**src/rtl/alu_pkg.sv**
```systemverilog
// Shared ALU-side types: datapath widths, op encoding and the operand bundle
// handed from the operand stage to the ALU.
package alu_pkg;

  localparam int unsigned DW   = 8;
  localparam int unsigned NREG = 8;
  localparam int unsigned AW   = 3;

  typedef enum logic [1:0] {
    OP_ADD   = 2'b00,
    OP_ANDB  = 2'b01,
    OP_XOR   = 2'b10,
    OP_SHIFT = 2'b11
  } alu_op_e;

  typedef struct packed {
    logic [DW-1:0] in1;
    logic [DW-1:0] in2;
    alu_op_e       alu_op;
    logic          sub;
  } op_bundle_t;

endpackage

```
**src/rtl/operand_stage_reg_file.sv**
```systemverilog
// Architectural register file: NREG x DW, two combinational read ports with
// write-through bypass, one synchronous write port.
module reg_file #(
  parameter int unsigned DW   = 8,
  parameter int unsigned NREG = 8,
  parameter int unsigned AW   = 3
) (
  input  logic          clk,
  input  logic          reset,
  input  logic          wr_en,
  input  logic [AW-1:0] wr_addr,
  input  logic [DW-1:0] wr_data,
  input  logic [AW-1:0] rs_addr,
  input  logic [AW-1:0] rt_addr,
  output logic [DW-1:0] rs_data,
  output logic [DW-1:0] rt_data
);

  logic [DW-1:0] regs [NREG];

  always_ff @(posedge clk) begin
    if (reset) begin
      for (int unsigned i = 0; i < NREG; i++) begin
        regs[i] <= '0;
      end
    end else if (wr_en) begin
      regs[wr_addr] <= wr_data;
    end
  end

  // Same-cycle write-back wins over the stored value on each port independently
  always_comb begin
    rs_data = regs[rs_addr];
    rt_data = regs[rt_addr];
    if (wr_en && (wr_addr == rs_addr)) rs_data = wr_data;
    if (wr_en && (wr_addr == rt_addr)) rt_data = wr_data;
  end

endmodule

```
**src/rtl/operand_stage.sv**
```systemverilog
// Issue/operand stage ahead of the 8-bit ALU: register-file read with bypass,
// operand muxing and a single valid/stall/flush pipeline register.
module operand_stage
  import alu_pkg::*;
(
  input  logic          clk,
  input  logic          reset,
  input  logic          in_valid,
  output logic          in_ready,
  input  logic [AW-1:0] rs_addr,
  input  logic [AW-1:0] rt_addr,
  input  logic          imm_sel,
  input  logic [DW-1:0] imm,
  input  logic [1:0]    op_in,
  input  logic          sub_in,
  input  logic          wr_en,
  input  logic [AW-1:0] wr_addr,
  input  logic [DW-1:0] wr_data,
  input  logic          stall,
  input  logic          flush,
  output logic          out_valid,
  output logic [DW-1:0] in1,
  output logic [DW-1:0] in2,
  output logic [1:0]    alu_op,
  output logic          sub
);

  logic [DW-1:0] rs_data;
  logic [DW-1:0] rt_data;
  op_bundle_t    next_bundle;
  op_bundle_t    bundle_q;
  logic          valid_q;

  reg_file #(
    .DW   (DW),
    .NREG (NREG),
    .AW   (AW)
  ) u_reg_file (
    .clk     (clk),
    .reset   (reset),
    .wr_en   (wr_en),
    .wr_addr (wr_addr),
    .wr_data (wr_data),
    .rs_addr (rs_addr),
    .rt_addr (rt_addr),
    .rs_data (rs_data),
    .rt_data (rt_data)
  );

  assign in_ready = !stall;

  // sub is only meaningful for add; clear it for every other op
  always_comb begin
    next_bundle        = '0;
    next_bundle.in1    = rs_data;
    next_bundle.in2    = imm_sel ? imm : rt_data;
    next_bundle.alu_op = alu_op_e'(op_in);
    next_bundle.sub    = sub_in && (op_in == 2'b00);
  end

  // Priority: reset > flush > stall > capture/bubble
  always_ff @(posedge clk) begin
    if (reset || flush) begin
      valid_q  <= 1'b0;
      bundle_q <= '0;
    end else if (!stall) begin
      valid_q <= in_valid;
      if (in_valid) begin
        bundle_q <= next_bundle;
      end
    end
  end

  assign out_valid = valid_q;
  assign in1       = bundle_q.in1;
  assign in2       = bundle_q.in2;
  assign alu_op    = 2'(bundle_q.alu_op);
  assign sub       = bundle_q.sub;

endmodule

```
**config.mk**
```make
export PLATFORM = sky130hd
export DESIGN_NAME = operand_stage
export DESIGN_NICKNAME = d
export VERILOG_FILES = /design/src/rtl/alu_pkg.sv /design/src/rtl/operand_stage_reg_file.sv /design/src/rtl/operand_stage.sv
export SDC_FILE = /design/constraint.sdc
export NUM_CORES = 1
export LEC_CHECK = 0
export CAP_MARGIN = 5
export CORE_MARGIN = 2
export CORE_UTILIZATION = 53
export CTS_CLUSTER_SIZE = 20
export DETAILED_ROUTE_END_ITERATION = 10
export PLACE_DENSITY_LB_ADDON = 0.08
export SYNTH_ARGS = -nofsm -noshare
export SYNTH_HDL_FRONTEND = slang
export SYNTH_SLANG_ARGS = --single-unit
```
**constraint.sdc**
```tcl
create_clock -name clk -period 3.5 [get_ports clk]
set_input_delay 0.35 -clock clk [delete_from_list [all_inputs] [get_ports clk]]
set_output_delay 0.35 -clock clk [all_outputs]
set_load 0.01 [all_outputs]
```
* After elaboration in Yosys (flattened, before gate mapping) *
Memory sizes are Yosys's and may differ from the RTL's. A register that Yosys moved wholly into a read port is not among the register bits.
Index checks and enable logic that the tools add are counted.

storage, ports and cells
  output and inout port bits = 21
  word-level logic and storage cells = 24
  register bits = 12
  memories = 1
  RAM bits = 64

cells by class
  bitwise logic cells = 1
  muxes and demuxes = 10
  reductions and logical operators = 7
  equal/unequal tests = 1

memory list
  name             words  bits a word  read ports  clocked after Yosys merged registers in  write ports  line                          RTL
  u_reg_file.regs  8      8            2           1                                        8            operand_stage_reg_file.sv:19  logic [DW-1:0] regs [NREG];

operator list
  kind               count
  $mux 8             3
  $reduce_or 8->1    1
  $mux 1             6
  $eq 3x3->1         1
  $mux 3             1
  $logic_and 1x1->1  2
  $logic_not 2->1    1
  $reduce_and 2->1   1
  $logic_not 1->1    1
  $logic_or 1x1->1   1
  $not 1->1          1

* Depth between registers and ports, before layout *
  word-level depth = 5
  gate-level depth with buffers = 7
  depth with buffers taken out = 4

* Hierarchy *
A second synthesis with hierarchy kept.

second synthesis, totals
  cells, all modules = 323
  area total of the unflattened synthesis = 4548.1 sq um

by module, submodules not included
  module         instances  cells an instance  area each (sq um)
  reg_file       1          233                3761.1
  operand_stage  1          90                 787.0

* Least setup slack after synthesis *
OpenSTA, ideal clock, no wires.

  path kind = input to register
  start = input port rt_addr[2]
  end = register bundle_q, in the netlist in2[0]
  cell stages on the path = 6
  arrival = 1.598 ns
  path slack = 1.782 ns
  buffers on the path = 2
  library setup time = 0.120 ns
  data required time = 3.380 ns
  path through = buf_2 > clkbuf_1 > mux4_2 > mux2_2 > mux2i_1 > a21oi_1

on the way
  cells in the longest elaborated chain, start to end = 4

ends and longest elaborated chain
  what                                                                 line                          RTL
  start: declaration                                                   operand_stage.sv:11           input logic [AW-1:0] rt_addr,
  parallel branches: the longest is 2 deep, another holds $mem_v2 8x8  --
  $mux 8 (*)                                                           operand_stage_reg_file.sv:36  if (wr_en && (wr_addr == rt_addr)) rt_data = wr_data;
  $mux 8 (*)                                                           operand_stage.sv:56           next_bundle.in2 = imm_sel ? imm : rt_data;
  end signal: assignment                                               operand_stage.sv:69           bundle_q <= next_bundle;
  end: declaration                                                     operand_stage.sv:31           op_bundle_t bundle_q;

Mark *: on every way between the ends.
A chain may end at the register's enable or synchronous reset.

==> results.sh <==
export IMPL_status="finished clean"
export IMPL_num_antenna_cells=0
export IMPL_vdd_drop_max_mv=0.240
export IMPL_die_h_microns=96.6
export IMPL_cts_buffer_depth=2
export IMPL_place_gp_congestion=0.914
export IMPL_dpl_instance_area_sq_um=5140
export IMPL_setup_tns_final_ns=0
export IMPL_drv_cap=0
export IMPL_yosysTopAreaCellShare_pct=42.3
export IMPL_vias=3288
export IMPL_power_switching_mw=0.573
export IMPL_htree_levels=3
export IMPL_fmax_mhz=455
export IMPL_swShare_pct=26.2
export IMPL_remaining_drc_errors=0
export IMPL_skew_ns=0.00716
export IMPL_p_per_area_nw_per_um2=410
export IMPL_ios=56
export IMPL_syn_nets=403
export IMPL_synth_top_area_cell="edfxtp_1"
export IMPL_rsz0062_at_grt="no"
export IMPL_worstMarginPinSlew_ns=0.869
export IMPL_fin_cells=527
export IMPL_synth_ff_type="edfxtp_1"
export IMPL_wl_per_cell_microns=22.0
export IMPL_p_comb_share_pct=13.8
export IMPL_vias_per_cell=6.24
export IMPL_core_area_sq_um=8260
export IMPL_finalSetupViolCount=0
export IMPL_hold_viol=0
export IMPL_syn_inst=368
export IMPL_syn_area_per_cell_sq_um=12.4
export IMPL_ctsRootBufferMaster="clkbuf_8"
export IMPL_start_util_pct=55.1
export IMPL_fill_cells=681
export IMPL_critical_path_class="in -> reg"
export IMPL_p_leak_nw=2.00
export IMPL_dieArea_sq_um=9340
export IMPL_cts_sinks=84
export IMPL_cp_max_fo=11
export IMPL_synth_area_top_cells="edfxtp_1 42%, and2_1 8.9%, dfxtp_1 8.8%"
export IMPL_synth_distinct_cells=32
export IMPL_grt_max_degree=27
export IMPL_start_kind="primary input"
export IMPL_slew_viol_final=0
export IMPL_syn2layout_area_growth_pct=17.4
export IMPL_whs_path_depth=2
export IMPL_synth_edf_count=64
export IMPL_die_width_microns=96.6
export IMPL_holdCritPathClass="reg -> reg"
export IMPL_drt_iter0_drc=339
export IMPL_grt_pass1_wl_mm=18.1
export IMPL_p_int_mw=1.62
export IMPL_max_slew_margin_pct=41.8
export IMPL_min_period_over_period_pct=62.8
export IMPL_end_kind="flip-flop"
export IMPL_cts_tree="done"
export IMPL_grt_ovfl_total=0
export IMPL_synthTopCellsByCount="65 x and2_1, 64 x edfxtp_1, 38 x mux2i_1"
export IMPL_syn_area_sq_um=4550
export IMPL_worstPathRequired_ns=3.55
export IMPL_yosys_cell_count_top_type="and2_1"
export IMPL_worstPathArrival_ns=2.25
export IMPL_p_seq_share_pct=53.4
export IMPL_synth_async_reset_ratio_pct=0
export IMPL_worstRegToRegCells=3
export IMPL_cts_hold_buf=0
export IMPL_yosysWarnings=0
export IMPL_antenna_found_initial=0
export IMPL_yosys_register_bits=84
export IMPL_row_count=33
export IMPL_ant_nets=0
export IMPL_dp_hpwl_mm=8.34
export IMPL_finalInstanceArea_sq_um=5340
export IMPL_cts_setup_buffers=0
export IMPL_clkLatencyLatePin_ns=0.36
export IMPL_routed_wl_mm=11.6
export IMPL_grt_usage_pct=25.2
export IMPL_post_place_cells=511
export IMPL_nNetsFinal=452
export IMPL_drive_gt1_share_pct=10.4
export IMPL_finalCriticalPeriod_ns=2.20
export IMPL_grt_pass1_vias=3191
export IMPL_synth_yosys_seq_area_share_pct=51.1
export IMPL_path_clk_slew_ns=0.09
export IMPL_numCtsBuffers=9
export IMPL_cts_resized=0
export IMPL_clockPowerShare_pct=32.7
export IMPL_dr_pass1_iters=5
export IMPL_port_buffers=55
==> stage by stage <==
stage               util (%)  hold slack, ns  setup WS (ns)  power (mW)
global route            64.7           0.495           1.05        2.26
detailed placement      62.3           0.461          0.909        1.49
finish                  64.7           0.471           1.30        2.19
global placement        62.3           0.445          0.926        1.48
CTS                     64.7           0.473           1.26        2.19
floorplan                  -           0.479           1.78        1.36
==> critical path: stages <==
cell and delay (ns):
clkdlybuf4s50_1 0.60, nor2b_1 0.34, nand2_1 0.16, nor2_1 0.45
or2_2 0.35
==> area by class of cell <==
class,count,area [sq um],share of cell area (%)
Clock buffer,10,128,2.39
Clock inverter,6,71.3,1.34
Tap cell,105,131,2.46
Sequential cell,84,2320,43.5
Inverter,2,7.51,0.141
Multi-Input combinational cell,258,2080,39.0
Timing Repair Buffer,62,598,11.2
==> power by group through the flow <==
stage	Clock, mW	Sequential, mW	Combinational, mW
final	0.716	1.17	0.303
after global routing	0.764	1.17	0.328
after CTS	0.720	1.17	0.301
after detailed placement	0	1.19	0.298
after global placement	0	1.19	0.295
after floorplan	0	1.17	0.192
==> worst paths after layout <==
path,startpoint,endpoint,slack (ns)
max,reset,u_reg_file.regs[5][1],1.30
min,alu_op[0],alu_op[0],0.47
max reg2reg,u_reg_file.regs[2][5],in1[5],1.88
min reg2reg,alu_op[0],alu_op[0],0.47
==> sequential cells by signal, indices dropped and copies added, names as in the netlist <==
signal and count:
in1 8, sub 1, alu_op 2, u_reg_file.regs 64, out_valid 1, in2 8
==> cells by family (layout without fill, tap and decap cells) <==
kind of cell    after synthesis  in the layout  share of synthesized area (%)
xor+xnor                      6              6                           1.16
compound gates               65             65                           8.53
buf+inv                      26             80                           3.16
simple gates                124            124                           16.2
mux                          63             63                           19.9
flops                        84             84                           51.1
==> metal layers <==
layer	global-route usage, %	wire [microns]	vias to the layer above
met5	0	0	-
met4	9.21	325	0
met3	7.66	1120	35
met2	38.2	5260	188
met1	34.4	4890	1586
li1	-	-	1479
==> placed cells by master (no fill, tap or decap), drive strengths merged <==
master / synthesis / routed
xnor2: 6 / 6
nor4: 1 / 1
nand3: 7 / 7
or2: 9 / 9
edfxtp: 64 / 64
nor2: 10 / 10
a22oi: 15 / 15
mux2: 8 / 8
nand4: 2 / 2
o21ai: 7 / 7
a21oi: 33 / 33
mux4: 17 / 17
clkdlybuf4s50: 0 / 54
a2111oi: 1 / 1
clkinv: 0 / 1
o211ai: 8 / 8
and4: 1 / 1
bufinv: 0 / 1
and2: 65 / 65
clkinvlp: 0 / 2
nand3b: 8 / 8
buf: 11 / 8
o22ai: 1 / 1
mux2i: 38 / 38
nor3: 4 / 4
clkbuf: 13 / 10
nand2: 8 / 8
nand2b: 5 / 5
dfxtp: 20 / 20
inv: 2 / 4
nor2b: 4 / 4
Note: power is estimated with default switching activity, not from simulation.
